<file path="config.mk">
export PLATFORM = sky130hd
export DESIGN_NAME = seg_scan_ctrl
export DESIGN_NICKNAME = d
export VERILOG_FILES = /design/src/rtl/seg_scan_ctrl.sv
export SDC_FILE = /design/constraint.sdc
export NUM_CORES = 1
export LEC_CHECK = 0
export CAP_MARGIN = 20
export CORE_MARGIN = 2
export CORE_UTILIZATION = 59
export DETAILED_ROUTE_END_ITERATION = 8
export PLACE_DENSITY_LB_ADDON = 0.3
export SLEW_MARGIN = 20
export SYNTH_ARGS = -nofsm -noshare
export SYNTH_HDL_FRONTEND = slang
export SYNTH_SLANG_ARGS = --single-unit
</file>
<file path="constraint.sdc">
create_clock -name clk -period 10.2 [get_ports clk]
set_clock_uncertainty 0.05 [all_clocks]
set_input_delay 2.55 -clock clk [delete_from_list [all_inputs] [get_ports clk]]
set_output_delay 2.55 -clock clk [all_outputs]
set_load 0.05 [all_outputs]
</file>
<file path="src/rtl/seg_scan_ctrl.sv">
// Multiplexed 7-segment scan controller with a blink phase and a two-digit countdown.
// seg_out/dig_out are registered and follow scan_idx one cycle later; countdown outputs are registered.
// No backpressure: inputs are sampled every cycle and the scan runs freely.
module seg_scan_ctrl #(
  parameter int NUM_DIGITS = 8,
  parameter int SCAN_DIV   = 100000,
  parameter int TICK_DIV   = 100000000,
  parameter int CD_INIT    = 30,
  parameter int LZ_BLANK   = 1
) (
  input  logic                      clk,
  input  logic                      rst,
  input  logic                      seg_en,
  input  logic [7*NUM_DIGITS/2-1:0] val_in,
  input  logic [NUM_DIGITS/2-1:0]   blink_mask,
  input  logic                      cd_start,
  input  logic                      cd_abort,
  output logic [7:0]                seg_out,
  output logic [NUM_DIGITS-1:0]     dig_out,
  output logic [2:0]                scan_idx,
  output logic [6:0]                cd_value,
  output logic                      cd_active,
  output logic                      cd_done
);

  localparam int NF = NUM_DIGITS / 2;
  localparam int PW = $clog2(SCAN_DIV);
  localparam int TW = $clog2(TICK_DIV);
  localparam int HW = $clog2(TICK_DIV / 2);

  typedef enum logic {IDLE, RUN} state_t;

  state_t        state_q, state_d;
  logic [PW-1:0] presc;
  logic [HW-1:0] blink_cnt;
  logic          blink_phase;
  logic [TW-1:0] tick_q, tick_d;
  logic [6:0]    cd_value_d;
  logic          cd_done_d;
  logic [6:0]    fval, dval;
  logic          fblink, is_tens;
  logic [7:0]    bcd, seg_nxt;

  // Repeated-subtraction binary-to-BCD for 0..99; upper nibble tens, lower nibble ones.
  function automatic logic [7:0] to_bcd(input logic [6:0] v);
    logic [3:0] t;
    logic [6:0] r;
    t = 4'd0;
    r = v;
    for (int i = 0; i < 9; i++) begin
      if (r >= 7'd10) begin
        r = r - 7'd10;
        t = t + 4'd1;
      end
    end
    return {t, r[3:0]};
  endfunction

  function automatic logic [7:0] enc(input logic [3:0] d);
    case (d)
      4'd0: enc = 8'h3F;
      4'd1: enc = 8'h06;
      4'd2: enc = 8'h5B;
      4'd3: enc = 8'h4F;
      4'd4: enc = 8'h66;
      4'd5: enc = 8'h6D;
      4'd6: enc = 8'h7D;
      4'd7: enc = 8'h27;
      4'd8: enc = 8'h7F;
      4'd9: enc = 8'h67;
      default: enc = 8'h00;
    endcase
  endfunction

  // Scan prescaler: hold each digit SCAN_DIV cycles, then step scan_idx with wrap.
  always_ff @(posedge clk) begin
    if (rst) begin
      presc    <= '0;
      scan_idx <= 3'd0;
    end else if (presc == PW'(SCAN_DIV - 1)) begin
      presc    <= '0;
      scan_idx <= (scan_idx == 3'(NUM_DIGITS - 1)) ? 3'd0 : scan_idx + 3'd1;
    end else begin
      presc    <= presc + PW'(1);
    end
  end

  // Blink phase: free-running half-period counter, independent of the countdown tick.
  always_ff @(posedge clk) begin
    if (rst) begin
      blink_cnt   <= '0;
      blink_phase <= 1'b0;
    end else if (blink_cnt == HW'(TICK_DIV / 2 - 1)) begin
      blink_cnt   <= '0;
      blink_phase <= ~blink_phase;
    end else begin
      blink_cnt   <= blink_cnt + HW'(1);
    end
  end

  // Countdown FSM state register.
  always_ff @(posedge clk) begin
    if (rst) begin
      state_q  <= IDLE;
      tick_q   <= '0;
      cd_value <= 7'd0;
      cd_done  <= 1'b0;
    end else begin
      state_q  <= state_d;
      tick_q   <= tick_d;
      cd_value <= cd_value_d;
      cd_done  <= cd_done_d;
    end
  end

  // Countdown next state: abort beats start; start (re)loads; RUN decrements on tick wrap.
  always_comb begin
    state_d    = state_q;
    tick_d     = tick_q;
    cd_value_d = cd_value;
    cd_done_d  = 1'b0;
    if (cd_abort) begin
      state_d    = IDLE;
      tick_d     = '0;
      cd_value_d = 7'd0;
    end else if (cd_start) begin
      tick_d = '0;
      if (CD_INIT == 0) begin
        state_d    = IDLE;
        cd_value_d = 7'd0;
        cd_done_d  = 1'b1;
      end else begin
        state_d    = RUN;
        cd_value_d = 7'(CD_INIT);
      end
    end else if (state_q == RUN) begin
      if (tick_q == TW'(TICK_DIV - 1)) begin
        tick_d     = '0;
        cd_value_d = cd_value - 7'd1;
        if (cd_value == 7'd1) begin
          cd_done_d = 1'b1;
          state_d   = IDLE;
        end
      end else begin
        tick_d = tick_q + TW'(1);
      end
    end
  end

  assign cd_active = (state_q == RUN);

  // Pick the segment pattern for the digit currently addressed by scan_idx.
  always_comb begin
    fval   = 7'd0;
    fblink = 1'b0;
    for (int k = 0; k < NF; k++) begin
      if (scan_idx[2:1] == 2'(k)) begin
        fval   = val_in[7*k +: 7];
        fblink = blink_mask[k];
      end
    end
    is_tens = ~scan_idx[0];
    dval    = cd_active ? cd_value : fval;
    bcd     = to_bcd(dval);
    seg_nxt = 8'h00;
    if (cd_active) begin
      if (scan_idx[2:1] == 2'd0)
        seg_nxt = enc(is_tens ? bcd[7:4] : bcd[3:0]);
    end else if (blink_phase && fblink) begin
      seg_nxt = 8'h00;
    end else if (fval > 7'd99) begin
      seg_nxt = 8'h40;
    end else if (is_tens && (LZ_BLANK != 0) && (fval < 7'd10)) begin
      seg_nxt = 8'h00;
    end else begin
      seg_nxt = enc(is_tens ? bcd[7:4] : bcd[3:0]);
    end
  end

  // Output registers: one cycle behind scan_idx; seg_en only gates the digit enables.
  always_ff @(posedge clk) begin
    if (rst) begin
      seg_out <= 8'h00;
      dig_out <= '0;
    end else begin
      seg_out <= seg_nxt;
      dig_out <= seg_en ? (NUM_DIGITS'(1) << scan_idx) : '0;
    end
  end

endmodule

</file>
== After elaboration in Yosys (flattened, before gate mapping) ==
Memories as Yosys holds them, arrays and structs flattened.
Index checks and enable logic that the tools add are counted.
Storage, ports and cells
  memories kept: 2
  memory bits (read-only): 224
  word-level logic and storage cells: 116
  register bits: 99
Cells by class
  bitwise logic cells: 5
  $lt $le $gt $ge: 11
  shift-type cells: 1
  reductions and logical operators: 13
  add/sub/neg operators: 22
  eq/ne operators: 8
  mux-type cells: 43
Memory list
  (no name shown): depth 16, width 7, rd ports 1, clocked after Yosys merged registers in 0, write ports 0, line 60  | case (d)
  (no name shown): depth 16, width 7, rd ports 1, clocked after Yosys merged registers in 0, write ports 0, line 60
Operators by type and width (number)
  two-way mux 7 bit: 13
  >= comparator 7 x 4 -> 1 bit, second input constant: 9
  subtractor 7 x 4 -> 7 bit, second input constant: 8
  two-way mux 4 bit: 10
  two-way mux 8 bit: 5
  adder 4 x 1 -> 4 bit, second input constant: 8
  adder 27 x 1 -> 27 bit, second input constant: 1
  == test 27 bit, second input constant: 1
  two-way mux 27 bit: 1
  adder 26 x 1 -> 26 bit, second input constant: 1
  == test 26 bit, second input constant: 1
  adder 17 x 1 -> 17 bit, second input constant: 1
  == test 17 bit, second input constant: 1
  two-way mux 5 bit: 3
  two-way mux 1 bit: 10
  OR reduction 2 bit: 4
  left shift 1 x 3 -> 8 bit, first input constant: 1
  == test 7 x 1 -> 1 bit, second input constant: 1
  greater-than comparator 7 bit, second input constant: 1
  < comparator 7 x 4 -> 1 bit, second input constant: 1
  subtractor 7 x 1 -> 7 bit, second input constant: 1
  NOT 1 bit: 5
  OR reduction 5 bit: 1
  == test 2 bit, second input constant: 2
  10 further kinds: 13

== Depth between registers and ports, before layout ==
An unclocked memory read counts as a cell.
  depth after elaboration: 30
  gate-level depth with buffers: 36

== Worst setup path after synthesis ==
No wires, ideal clock.
  kind: input-to-reg
  start: input val_in[22]
  end: register seg_out[1]
  slack: 839 ps
  stages: 31
  arrival: 9176 ps
  path buffers: 1
  required time: 10015 ps
  library setup time: 135 ps
  path through: mux2i_1 -> a221o_1 -> inv_1 -> ha_1 -> o211ai_1 -> a22oi_4 -> o21ai_2 -> a222oi_1 -> nand2b_1 -> buf_4 -> nor2_1 -> a21oi_1 -> ha_1 -> mux2_2 -> ha_1 -> mux2_2 -> ha_1 -> mux2_2 -> ha_1 -> mux2_2 -> ha_1 -> nand2_1 -> nand2_1 -> ha_1 -> and3_1 -> a311oi_4 -> inv_1 -> ha_1 -> nand3b_1 -> a22oi_1 -> nor2_1
On the way
  word-level cells in the longest chain between the ends: 26
  elaborated cells on any way between the ends: 57
  those cells by class: 17 x add/sub; 11 x order compare; 26 x mux; 1 x reduce/logical; 2 x memory
RTL lines
  from (decl): line 14  | input logic [7*NUM_DIGITS/2-1:0] val_in,
  two-way mux 7 bit (*): line 157  | if (scan_idx[2:1] == 2'(k)) begin
  two-way mux 7 bit: line 163  | dval = cd_active ? cd_value : fval;
  subtractor 7 x 4 -> 7 bit or >= comparator 7 x 4 -> 1 bit (tied branches): line 52, 51
  two-way mux 7 bit or two-way mux 1 bit (tied branches): line 51  | if (r >= 7'd10) begin
  subtractor 7 x 4 -> 7 bit, or another cell as far along: line 52  | r = r - 7'd10;
  two-way mux 7 bit or two-way mux 4 bit (tied branches): line 51
  subtractor 7 x 4 -> 7 bit, or another cell as far along: line 52
  two-way mux 7 bit or two-way mux 4 bit (tied branches): line 51
  [10 not listed]
  >= comparator 7 x 4 -> 1 bit, or another cell as far along: line 51
  two-way mux 4 bit: line 51
  two-way mux 4 bit: line 168, 176
  memory read (16 x 7 bit)
  two-way mux 8 bit: line 173  | end else if (is_tens && (LZ_BLANK != 0) && (fval < 7'd10)) begin
  two-way mux 8 bit: line 171  | end else if (fval > 7'd99) begin
  two-way mux 8 bit: line 169  | end else if (blink_phase && fblink) begin
  two-way mux 8 bit (*): line 166  | if (cd_active) begin
  to (signal assigned): line 186  | seg_out <= seg_nxt;
  to (decl): line 18  | output logic [7:0] seg_out,
Mark *: on every way between the ends. The rest lies on a longest branch, timed or not.
A chain may end at the register's enable or synchronous reset.

== Worst setup path in the final report ==
  start: input val_in[16]
  end: register seg_out[1]
On the way
  word-level cells in the longest chain between the ends: 27
  elaborated cells on any way between the ends: 58
  those cells by class: 17 x add/sub; 11 x order compare; 27 x mux; 1 x reduce/logical; 2 x memory
RTL lines (line)
  two-way mux 7 bit (*) (2 in a row): 157
  two-way mux 7 bit: 163
  subtractor 7 x 4 -> 7 bit or >= comparator 7 x 4 -> 1 bit (tied branches): 52, 51
  two-way mux 7 bit or two-way mux 1 bit (tied branches): 51
  subtractor 7 x 4 -> 7 bit, or another cell as far along: 52
  two-way mux 7 bit or two-way mux 4 bit (tied branches): 51
  subtractor 7 x 4 -> 7 bit, or another cell as far along: 52
  two-way mux 7 bit or two-way mux 4 bit (tied branches): 51
  [10 not listed]
  >= comparator 7 x 4 -> 1 bit, or another cell as far along: 51
  two-way mux 4 bit: 51
  two-way mux 4 bit: 168, 176
  memory read (16 x 7 bit)
  two-way mux 8 bit: 173
  two-way mux 8 bit: 171
  two-way mux 8 bit: 169
  two-way mux 8 bit (*): 166
Marked as above.

==> qor.csv <==
metric,value,unit
synth_area_leader_cell,dfxtp_1,
critPathBufInv,6,
synthDistinctLibCells,99,
drt-initial-drc-count,600,
wire_per_inst,16.3,um
yosysSeqAreaShare,0.275,
cts-buffers-inserted,9,
critPathLaunchType,input port,
synth_edf_count,0,
tightest_slew,0.980,ns
routed_wl,17800,um
leakage,2.98,nW
cts_tree,built,
start_util,0.599,
synth_flop_cell,dfxtp_1,
dpl.hpwl,13400,um
place_area,7940,um2
syn_nets,939,
drc,0,
dieArea,13000,um2
cp.arrival,9.87,ns
setup_slack,0.489,ns
synth_cells,878,
drt-pass1-iter-count,5,
hold_class,flip-flop to flip-flop,
synth_seq_cells,98,
ios,65,
clk_path_buf_depth,2,
r2r_start,scan_idx[1],
cts_hold_buf,0,
portBuffers,63,
cp_slowest_cell,nor4_1,
clk_pin_slew,0.07,ns
max_slew_margin,0.340,
grt_pass1_vias,6188,
gp_congestion,0.954,
finalHoldViolCount,0,
setup-tns-final,0,ns
vdd_drop_max,0.336,mV
drv_cap,0,
syn_area_per_cell,8.13,um2
synthArstFlopShare,0,
die_h,114,um
drive_gt1_frac,0.112,
syn_to_final_growth,15.7,%
setup_viol,0,
critPathTopFamily,compound AO/OA/AOI/OAI gates,
antenna_found_initial,0,
clock_sinks,98,
cp_max_fo,7,
ys_warn_count,0,
clock_latency,0.35,ns
rsz0062_at_grt,no,
place_ws,0.144,ns
grt_max_degree,27,
slew_viol_final,0,
critPathMaxStageDelay,0.50,ns
synth.top_cell.area_share,0.275,
ctsHtreeMaxLevel,3,
grt_first_pass_wirelength,29400,um
gr-total-overflow,0,
chipWidth,114,um
dp_cells,1077,
power-per-cell-area,310,nW/um2
num_vias,6798,
fin_nets,1003,
cp.required,10.36,ns
netlist_area,7140,um2
fmax,103,MHz
synth.area.top_cells,"dfxtp_1, nor2_1, xor2_1",
via_per_inst,6.22,
stdcell_count,1093,
path_depth,31,
grtUsageTotal,0.275,
period_share,0.952,
rows,40,
startpoint,val_in[16],
final_area,8260,um2
end_kind,flip-flop,
endpoint,seg_out[1],
critical_path.reg2reg.endpoint,seg_out[1],
core,11900,um2
path_common_cell,ha_1,
hp-start,blink_cnt[0],
reg2regPathDepth,31,
final.min_clock_period,9.71,ns
root_buffer,clkbuf_16,
outcome,finished clean,
worstSetupPathType,input port to flip-flop,
ant_nets,0,
num-fill-cells,1002,
reg2reg_slack,2.18,ns
diodes,0,
registers in the layout (all words and copies together), names as in the netlist:
signal,cells
cd_done,1
scan_idx,3
dig_out,8
cd_active,1
cd_value,7
presc,17
blink_phase,1
tick_q,27
seg_out,7
blink_cnt,26
cell usage after synthesis, types with 5 or more instances:
| cell type | count |
|---|---|
| mux2i_1 | 16 |
| a22oi_1 | 6 |
| or2_2 | 9 |
| and2_1 | 8 |
| clkbuf_1 | 17 |
| xor2_1 | 47 |
| a21oi_1 | 35 |
| nand3_1 | 50 |
| o21a_1 | 7 |
| o211ai_1 | 11 |
| o21ai_0 | 27 |
| xnor2_1 | 34 |
| nor4_1 | 11 |
| nand4_1 | 17 |
| nand2b_1 | 7 |
| a211oi_1 | 10 |
| nor2_1 | 124 |
| a21o_1 | 6 |
| mux2_2 | 13 |
| nor3_1 | 22 |
| o21ai_1 | 5 |
| inv_1 | 27 |
| and3_1 | 17 |
| buf_6 | 5 |
| buf_2 | 6 |
| ha_1 | 24 |
| o31ai_1 | 7 |
| a31oi_1 | 5 |
| or3_1 | 12 |
| nand2_1 | 68 |
| nor2b_1 | 5 |
| and4_1 | 5 |
| dfxtp_1 | 98 |
worst register-to-register path: cells and delay by family (launching register included):
family	cells	cell delay, ns
AOI/OAI and AO/OA	8	1.97
buffers and inverters	6	1.05
DFF	1	0.61
and+or+nand+nor	9	1.81
adders and majority gates	5	1.31
muxes	3	1.11
cell type report:
cell class	count	area (um2)	area share
tap	147	184	0.0223
clock inverter	4	58.8	0.00712
clock buffer	11	253	0.0306
inverter	28	105	0.0127
sequential	98	1960	0.238
multi-input combinational	718	4880	0.592
timing repair buffer	87	811	0.0982
metrics by stage:
step,utilization,power (W),hold WS [ns]
floorplan,-,0.00184,0.363
global placement,0.666,0.00215,0.375
detailed placement,0.666,0.00219,0.388
CTS,0.693,0.00255,0.399
global route,0.693,0.00275,0.424
finish,0.693,0.00256,0.395
logic make-up (layout without fill, tap and decap cells):
group | count (synthesis) | in the layout | share of synthesized area
compound gates | 194 | 194 | 0.218
xor+xnor | 83 | 83 | 0.105
fa+ha+maj | 24 | 24 | 0.0421
buf+inv | 62 | 130 | 0.0405
flops | 98 | 98 | 0.275
mux | 33 | 33 | 0.0514
other cells | 1 | 1 | 0.000526
simple gates | 383 | 383 | 0.267
timing repair:
item	in CTS	in global routing
endpoints found under the setup margin	0	3
gates resized for setup	0	1
setup buffers	0	1
layer usage:
layer  part of all wire  routed length, um  track usage  vias up
met4              0.024                430        0.106        0
met5                  0                  0            0        -
li1                   -                  -            -     3327
met1               0.45               7970        0.369     3198
met2               0.46               8200        0.442      238
met3              0.067               1180       0.0489       35
where the power goes:
group          switching, W  internal, W  leakage, nW
Combinational       0.00102     0.000778         2.03
Sequential       0.00000612     0.000402        0.793
Clock              0.000147     0.000205        0.154
worst min path at each step:
stage / depth (start not counted) / endpoint
5_1_grt: 1 / presc[0]
3_5_place_dp: 1 / presc[0]
2_1_floorplan: 1 / blink_cnt[0]
4_1_cts: 1 / presc[0]
6_report: 1 / blink_cnt[0]
3_3_place_gp: 1 / blink_cnt[0]
cell usage in the layout (no fill, tap or decap), types with 10 or more instances in the layout:
| master | count |
|---|---|
| a211oi_1 | 10 |
| a21oi_1 | 35 |
| and3_1 | 17 |
| buf_4 | 24 |
| clkdlybuf4s50_1 | 63 |
| dfxtp_1 | 98 |
| ha_1 | 24 |
| inv_1 | 27 |
| mux2_2 | 13 |
| mux2i_1 | 16 |
| nand2_1 | 68 |
| nand3_1 | 50 |
| nand4_1 | 17 |
| nor2_1 | 124 |
| nor3_1 | 22 |
| nor4_1 | 11 |
| o211ai_1 | 11 |
| o21ai_0 | 26 |
| or3_1 | 12 |
| xnor2_1 | 34 |
| xor2_1 | 47 |
Note: power is estimated with default switching activity, not from simulation.
